File: config.mk
export PLATFORM = sky130hd
export DESIGN_NAME = hazard_forward_unit
export DESIGN_NICKNAME = d
export VERILOG_FILES = /design/src/rtl/hazard_pkg.sv /design/src/rtl/fwd_compare.sv /design/src/rtl/hazard_forward_unit.sv
export SDC_FILE = /design/constraint.sdc
export NUM_CORES = 1
export LEC_CHECK = 0
export ABC_CLOCK_PERIOD_IN_PS = 2300
export CAP_MARGIN = 40
export CORE_MARGIN = 1
export CORE_UTILIZATION = 46
export CTS_BUF_LIST = sky130_fd_sc_hd__clkbuf_2 sky130_fd_sc_hd__clkbuf_4 sky130_fd_sc_hd__clkbuf_8
export DETAILED_ROUTE_END_ITERATION = 16
export PLACE_DENSITY = 0.78
export SLEW_MARGIN = 20
export SYNTH_ARGS = -nofsm -noshare
export SYNTH_HDL_FRONTEND = slang
export SYNTH_SLANG_ARGS = --single-unit
File: constraint.sdc
create_clock -name clk_i -period 2.3 [get_ports clk_i]
set_clock_uncertainty 0.2 [all_clocks]
set_input_delay 0.46 -clock clk_i [delete_from_list [all_inputs] [get_ports clk_i]]
set_output_delay 0.46 -clock clk_i [all_outputs]
set_load 0.03 [all_outputs]
File: src/rtl/hazard_pkg.sv
// rtl/hazard_pkg.sv - shared select encodings and pipeline slot type for hazard_forward_unit
package hazard_pkg;

    localparam int REG_AW = 5;
    localparam int SEL_W  = 2;

    localparam logic [1:0] FWD_REG = 2'b00;
    localparam logic [1:0] FWD_WB  = 2'b01;
    localparam logic [1:0] FWD_MEM = 2'b10;

    typedef struct packed {
        logic              valid;
        logic [REG_AW-1:0] rd;
        logic              regwrite;
        logic              memread;
    } slot_t;

    localparam slot_t SLOT_BUBBLE = '0;

endpackage

File: src/rtl/fwd_compare.sv
// rtl/fwd_compare.sv - one operand's forwarding select and load-hit from the EX and MEM slots
module fwd_compare
    import hazard_pkg::*;
(
    input  logic [REG_AW-1:0] src,
    input  logic              use_src,
    input  logic              id_valid,
    input  slot_t             ex_slot,
    input  slot_t             mem_slot,
    output logic [1:0]        sel,
    output logic              load_hit
);

    logic ex_hit;
    logic mem_hit;
    logic unused_mem_memread;

    assign ex_hit  = ex_slot.valid & ex_slot.regwrite & (ex_slot.rd != '0) &
                     (ex_slot.rd == src) & use_src & id_valid;
    assign mem_hit = mem_slot.valid & mem_slot.regwrite & (mem_slot.rd != '0) &
                     (mem_slot.rd == src) & use_src & id_valid;

    // The MEM slot's load flag is irrelevant here: its data is already available at WB.
    assign unused_mem_memread = mem_slot.memread;

    assign load_hit = ex_hit & ex_slot.memread;

    // Newest producer wins when both slots write the same register.
    always_comb begin
        sel = FWD_REG;
        if (ex_hit) begin
            sel = FWD_MEM;
        end else if (mem_hit) begin
            sel = FWD_WB;
        end
    end

endmodule

File: src/rtl/hazard_forward_unit.sv
// rtl/hazard_forward_unit.sv - EX/MEM destination tracking, registered operand forwarding selects and load-use stall
module hazard_forward_unit #(
    parameter int REG_AW = hazard_pkg::REG_AW,
    parameter int SEL_W  = hazard_pkg::SEL_W
) (
    input  logic              clk_i,
    input  logic              rst_i,
    input  logic              id_valid_i,
    input  logic [REG_AW-1:0] id_rs1_i,
    input  logic [REG_AW-1:0] id_rs2_i,
    input  logic              id_use_rs1_i,
    input  logic              id_use_rs2_i,
    input  logic [REG_AW-1:0] id_rd_i,
    input  logic              id_regwrite_i,
    input  logic              id_memread_i,
    input  logic              flush_i,
    output logic              stall_o,
    output logic [SEL_W-1:0]  fwd_a_o,
    output logic [SEL_W-1:0]  fwd_b_o
);
    import hazard_pkg::*;

    slot_t      ex_slot;
    slot_t      mem_slot;
    slot_t      ex_next;
    logic [1:0] sel_a;
    logic [1:0] sel_b;
    logic       load_a;
    logic       load_b;

    fwd_compare u_cmp_rs1 (
        .src      (id_rs1_i),
        .use_src  (id_use_rs1_i),
        .id_valid (id_valid_i),
        .ex_slot  (ex_slot),
        .mem_slot (mem_slot),
        .sel      (sel_a),
        .load_hit (load_a)
    );

    fwd_compare u_cmp_rs2 (
        .src      (id_rs2_i),
        .use_src  (id_use_rs2_i),
        .id_valid (id_valid_i),
        .ex_slot  (ex_slot),
        .mem_slot (mem_slot),
        .sel      (sel_b),
        .load_hit (load_b)
    );

    // A flush kills the ID instruction outright, so it also suppresses its stall.
    assign stall_o = (load_a | load_b) & ~flush_i;

    always_comb begin
        ex_next = SLOT_BUBBLE;
        if (id_valid_i && !stall_o && !flush_i) begin
            ex_next.valid    = 1'b1;
            ex_next.rd       = id_rd_i;
            ex_next.regwrite = id_regwrite_i;
            ex_next.memread  = id_memread_i;
        end
    end

    always_ff @(posedge clk_i) begin
        if (!rst_i) begin
            ex_slot  <= SLOT_BUBBLE;
            mem_slot <= SLOT_BUBBLE;
            fwd_a_o  <= FWD_REG;
            fwd_b_o  <= FWD_REG;
        end else begin
            ex_slot  <= ex_next;
            mem_slot <= ex_slot;
            fwd_a_o  <= (stall_o || flush_i) ? FWD_REG : sel_a;
            fwd_b_o  <= (stall_o || flush_i) ? FWD_REG : sel_b;
        end
    end

endmodule

==> impl_metrics.py, run 1 <==
metrics = {
    "sta": {
        "hold_viol": 0,
        "finalWorstSetupSlack_ns": 0.0818,
        "setup_viol": 0,
        "max_freq_mhz": 451,
        "min_period_over_period_pct": 96.4,
        "tns_ns": 0,
        "slew_violations": 0,
        "worst_pin_slew_ns": 0.318,
        "rsz0062_at_grt": "yes",
        "hold_slack_ns": 0.300,
        "period_minus_slack_ns": 2.22,
        "relSlewSlack_pct": 78.7,
    },
    "setup_path": {
        "cp_slowest_cell": "dlygate4sd2_1",
        "cp.arrival_ns": 1.56,
        "path_max_fanout": 2,
        "crit_type": "in2out",
        "critPathLaunch": "id_rs1_i[2]",
        "slowest_delay_ns": 0.27,
        "cp-end-kind": "output pin",
        "crit_chain": "dlygate4sd2_1, xnor2_2, nand4_2, o22ai_4, and3b_1, buf_6",
        "cp.required_ns": 1.64,
        "timing.rr.start": "mem_slot[4]",
        "start_kind": "primary input",
        "cp_top_family": "buffers and inverters",
        "crit_buf_inv": 2,
    },
    "routing": {
        "ant_nets": 0,
        "drt_pre_antenna_iters": 4,
        "wl_per_cell_um": 13.0,
        "vias": 839,
        "wl_um": 2120,
        "vias_per_cell": 5.15,
        "drt-initial-drc-count": 15,
        "drc": 0,
    },
    "worst_hold_path": {
        "worstHoldStart": "ex_slot[7]",
        "hold_path_class": "reg2reg",
    },
    "clocking": {
        "cts_sinks": 19,
        "cts_tree": "built",
        "clock_latency_ns": 0.30,
        "cts_max_level": 1,
        "clock_path_buffers": 2,
        "root_buffer": "clkbuf_4",
        "cts_hold_buf": 0,
        "clkTransAtPathRegs_ns": 0.10,
        "cts-buffers-inserted": 3,
    },
    "grt": {
        "grt_use_total_pct": 24.2,
        "grt_max_degree": 11,
        "grt_pass1_vias": 862,
        "grt_pass1_wl_um": 3460,
        "overflow": 0,
        "antenna_found_initial": 0,
    },
    "yosys": {
        "seq_area_frac_synth_pct": 44.0,
        "syn-instance-count": 91,
        "synth-seq-cells": 19,
        "ys_types": 20,
        "syn_area_per_cell_um2": 9.50,
        "synth.cell_area_um2": 865,
        "yosys_warnings": 0,
        "synth_fp_nets": 114,
    },
    "die": {
        "die_area_mm2": 0.00206,
        "rows": 15,
        "initial_core_util_pct": 49.5,
        "ioPinCount": 28,
        "die_width_um": 45.4,
        "chipHeight_um": 45.4,
        "core_mm2": 0.00175,
    },
    "layout": {
        "fin_area_mm2": 0.00138,
        "n_antenna_cell": 0,
        "nets": 162,
        "area_growth_pct": 59.3,
        "drive_gt1_share_pct": 31.9,
    },
    "run_status": {
        "status": "completed",
    },
    "power_and_ir_drop": {
        "powerDensity_mw_per_mm2": 458,
        "peakVddDrop_mv": 0.325,
        "leakagePower_uw": 0.000586,
        "p_total_uw": 631,
    },
    "placed_design": {
        "dp_hpwl_um": 1650,
        "dp_slack_ns": -0.183,
        "portBuffers": 27,
        "placed_area_mm2": 0.00128,
        "place_congestion": 0.896,
    },
    "flow_run": {
        "drv_cap": 0,
    },
}
-- area by class of cell --
cell class,instances,area (um2)
clock buffers,4,30.0
fillers,116,368
multi-input cells,70,536
repair buffers,45,389
well taps,25,31.3
flip-flops and latches,19,392
-- state kept, by name (all words and copies together) (netlist names) --
register  count
fwd_a_o       2
ex_slot       8
fwd_b_o       2
mem_slot      7
-- repair_timing --
action / 4_1_cts / 5_1_grt
gates cloned: 0 / 0
hold endpoints to repair: 0 / 0
pin swaps: 6 / 10
resized for setup: 17 / 22
setup buffers: 0 / 1
endpoints found under the setup margin: 1 / 1
-- final timing paths --
check / endpoint / depth (start not counted) / slack [ns]
worst max register to register: fwd_b_o[0] / 4 / 0.69
worst min register to register: mem_slot[7] / 1 / 0.30
worst min-delay path: mem_slot[7] / 1 / 0.30
worst max-delay path: stall_o / 6 / 0.08
-- power breakdown --
group	internal (uW)	total, uW	switching, uW
Sequential	334	341	7.09
Combinational	68.6	112	43.4
Clock	79.4	178	98.9
Total	482	631	149
-- layout by cell type (no fill, tap or decap), types with 4 or more instances in the layout --
cell,Yosys,final
buf_4,0,18
clkdlybuf4s50_1,0,15
dfxtp_1,19,14
a21oi_1,10,9
nand2_1,10,8
xor2_1,8,8
and2_1,8,7
xnor2_2,0,6
xnor2_1,12,6
clkbuf_4,0,4
dlygate4sd2_1,0,4
-- through the flow --
step                instances  utilization (%)
floorplan                  91                -
detailed placement        158             73.4
global route              163             78.9
CTS                       162             76.4
finish                    163             78.9
global placement          158             73.4
-- worst reg2reg max path, cell delays in order (launching register included) --
cell	delay, ns
dfxtp_1	0.36
or4_1	0.52
o2111a_1	0.27
nand4_1	0.11
a21oi_1	0.05
-- synthesized netlist by cell type --
cell / count / area, um2
a21boi_0: 1 / 7.51
a21oi_1: 10 / 50.1
and2_1: 8 / 50.1
and3b_1: 2 / 17.5
buf_2: 2 / 10.0
dfxtp_1: 19 / 380
nand2_1: 10 / 37.5
nand3_1: 3 / 15.0
nand4_1: 3 / 18.8
nand4_2: 1 / 12.5
nor2_1: 1 / 3.75
nor3_1: 3 / 15.0
nor3b_1: 1 / 7.51
nor4_1: 2 / 12.5
o2111a_1: 1 / 11.3
o22ai_1: 2 / 12.5
o22ai_4: 1 / 20.0
or4_1: 1 / 7.51
xnor2_1: 12 / 105
xor2_1: 8 / 70.1
-- layer usage --
metal  track usage [%]  up-vias  share of wire (%)
met5                 0        -                  0
met4              15.2        0                3.4
met3              4.40        9                5.9
met2              40.3       42                 47
met1              28.5      373                 43
li1                  -      415                  -
-- logic make-up (layout without fill, tap and decap cells) --
kind of cell | after synthesis | in the layout | synth area share (%)
xor gates and xnor gates | 20 | 20 | 20.3
buffers and inverters | 2 | 49 | 1.16
AOI/OAI and AO/OA | 15 | 15 | 11.7
and+or+nand+nor | 35 | 35 | 22.9
DFF | 19 | 19 | 44.0
Power figures use the tool's default switching activity.
==> inputs of run 2 (changes only) <==
- CTS_BUF_LIST: sky130_fd_sc_hd__clkbuf_2 sky130_fd_sc_hd__clkbuf_4 sky130_fd_sc_hd__clkbuf_8 -> sky130_fd_sc_hd__clkbuf_8
==> run 2 against run 1 <==
Compared with the run above:
- register-to-register slack about the same
- wire length up 1.7%
- critical path type unchanged
- global-route usage unchanged
- total power up 6.7%
- final cell count unchanged
- core utilization down 0.72 points
- clock power up 24%
- setup slack worse by 0.029 ns
- combinational power about the same
- critical endpoint unchanged
- largest power group unchanged
- critical path depth unchanged
==> impl_metrics.py, run 2 (synthesis results as in run 1) <==
metrics = {
    "run_status": {
        "status": "completed",
    },
    "power_and_ir_drop": {
        "clock_power_share_pct": 32.8,
        "powerDensity_mw_per_mm2": 493,
        "p_total_uw": 673,
        "swShare_pct": 22.7,
        "comb_power_share_pct": 16.4,
        "intPower_uw": 521,
        "p_seq_share_pct": 50.8,
        "switchingPower_uw": 153,
        "peakVddDrop_mv": 0.354,
        "leakagePower_uw": 0.000583,
    },
    "placed_design": {
        "dp_slack_ns": -0.183,
        "place_congestion": 0.896,
        "placed_area_mm2": 0.00128,
        "placedCellCount": 158,
        "dp_hpwl_um": 1650,
        "portBuffers": 27,
    },
    "die": {
        "initial_core_util_pct": 49.5,
        "chipHeight_um": 45.4,
        "die_area_mm2": 0.00206,
        "rows": 15,
        "core_mm2": 0.00175,
        "die_width_um": 45.4,
        "ioPinCount": 28,
    },
    "routing": {
        "drt-initial-drc-count": 21,
        "vias": 839,
        "wl_um": 2160,
        "ant_nets": 0,
        "drc": 0,
        "vias_per_cell": 5.15,
        "drt_pre_antenna_iters": 6,
        "wl_per_cell_um": 13.2,
    },
    "setup_path": {
        "timing.rr.start": "mem_slot[4]",
        "start_kind": "primary input",
        "cp.arrival_ns": 1.59,
        "critPathLaunch": "id_rs1_i[0]",
        "crit_type": "in2out",
        "cp.required_ns": 1.64,
        "path_max_fanout": 2,
        "cp-end-kind": "output pin",
    },
    "sta": {
        "max_freq_mhz": 445,
        "period_minus_slack_ns": 2.25,
        "slew_violations": 0,
        "worst_pin_slew_ns": 0.320,
        "min_period_over_period_pct": 97.7,
        "relSlewSlack_pct": 78.6,
        "setup_viol": 0,
        "finalWorstSetupSlack_ns": 0.0530,
        "hold_viol": 0,
    },
    "clocking": {
        "root_buffer": "clkbuf_8",
        "cts_tree": "built",
        "cts_max_level": 1,
        "clock_latency_ns": 0.25,
        "cts_sinks": 19,
        "cts-buffers-inserted": 3,
        "cts_hold_buf": 0,
        "clkTransAtPathRegs_ns": 0.07,
        "clock_path_buffers": 2,
    },
    "flow_run": {
        "drv_cap": 0,
    },
    "grt": {
        "grt_max_degree": 11,
        "overflow": 0,
        "grt_use_total_pct": 24.2,
        "grt_pass1_wl_um": 3460,
        "antenna_found_initial": 0,
        "grt_pass1_vias": 862,
    },
    "layout": {
        "regMostFlops": "ex_slot",
        "layout.cells.non_filler": 163,
        "largest_reg_flops": 8,
        "n_antenna_cell": 0,
        "layout_commonest_cell": "buf_4",
        "fin_area_mm2": 0.00137,
        "area_growth_pct": 57.9,
        "nets": 162,
        "layout_common_cells": "buf_4 (18), dfxtp_1 (16), clkdlybuf4s50_1 (15), a21oi_1 (9)",
        "fillers": 119,
        "drive_gt1_share_pct": 29.0,
        "reg_top3": "ex_slot: 8 flops, mem_slot: 7 flops",
    },
    "worst_hold_path": {
        "hold_path_class": "reg2reg",
        "worstHoldStart": "ex_slot[7]",
    },
}
run 2: worst paths after layout:
| path | endpoint | slack (ns) | cells past startpoint |
|---|---|---|---|
| max reg2reg | fwd_b_o[0] | 0.69 | 4 |
| min reg2reg | mem_slot[7] | 0.29 | 1 |
| max | stall_o | 0.05 | 6 |
| min | mem_slot[7] | 0.29 | 1 |
run 2: what timing repair did:
action	4_1_cts	5_1_grt
gates resized for setup	17	17
buffers inserted	0	1
pin swaps	6	10
setup endpoints to repair	1	1
run 2: critical path, stage by stage:
cell             delay [ns]
clkdlybuf4s15_1        0.21
xnor2_1                0.22
nand4_2                0.17
o22ai_4                0.20
and3b_1                0.19
buf_6                  0.13
run 2: per-layer routing:
layer	track usage [%]	up-vias	share of wire [%]
met5	0	-	0
met1	28.5	372	43
met4	15.2	0	3.1
met3	4.40	12	6.0
met2	40.3	43	48
li1	-	412	-
run 2: power by group through the flow:
stage | logic [uW] | registers, uW | clock network [uW]
after floorplan | 38.6 | 347 | 0
after global placement | 106 | 349 | 0
after global routing | 118 | 343 | 243
final | 110 | 342 | 221
after CTS | 108 | 342 | 226
after detailed placement | 108 | 349 | 0
run 2: area by class of cell:
type	instances	area (um2)	area share, %
timing repair buffer	45	384	28.1
sequential	19	384	28.1
clock inverter	1	3.75	0.275
tap	25	31.3	2.29
clock buffer	3	41.3	3.02
multi-input combinational	70	520	38.1
run 2: metrics by stage:
step	hold slack, ns	setup TNS (ns)	utilization [%]
after global routing	0.320	-0.0244	78.2
after CTS	0.275	0	77.3
after global placement	0.249	-0.168	73.4
after detailed placement	0.260	-0.183	73.4
after floorplan	0.236	0	-
final	0.287	0	78.2
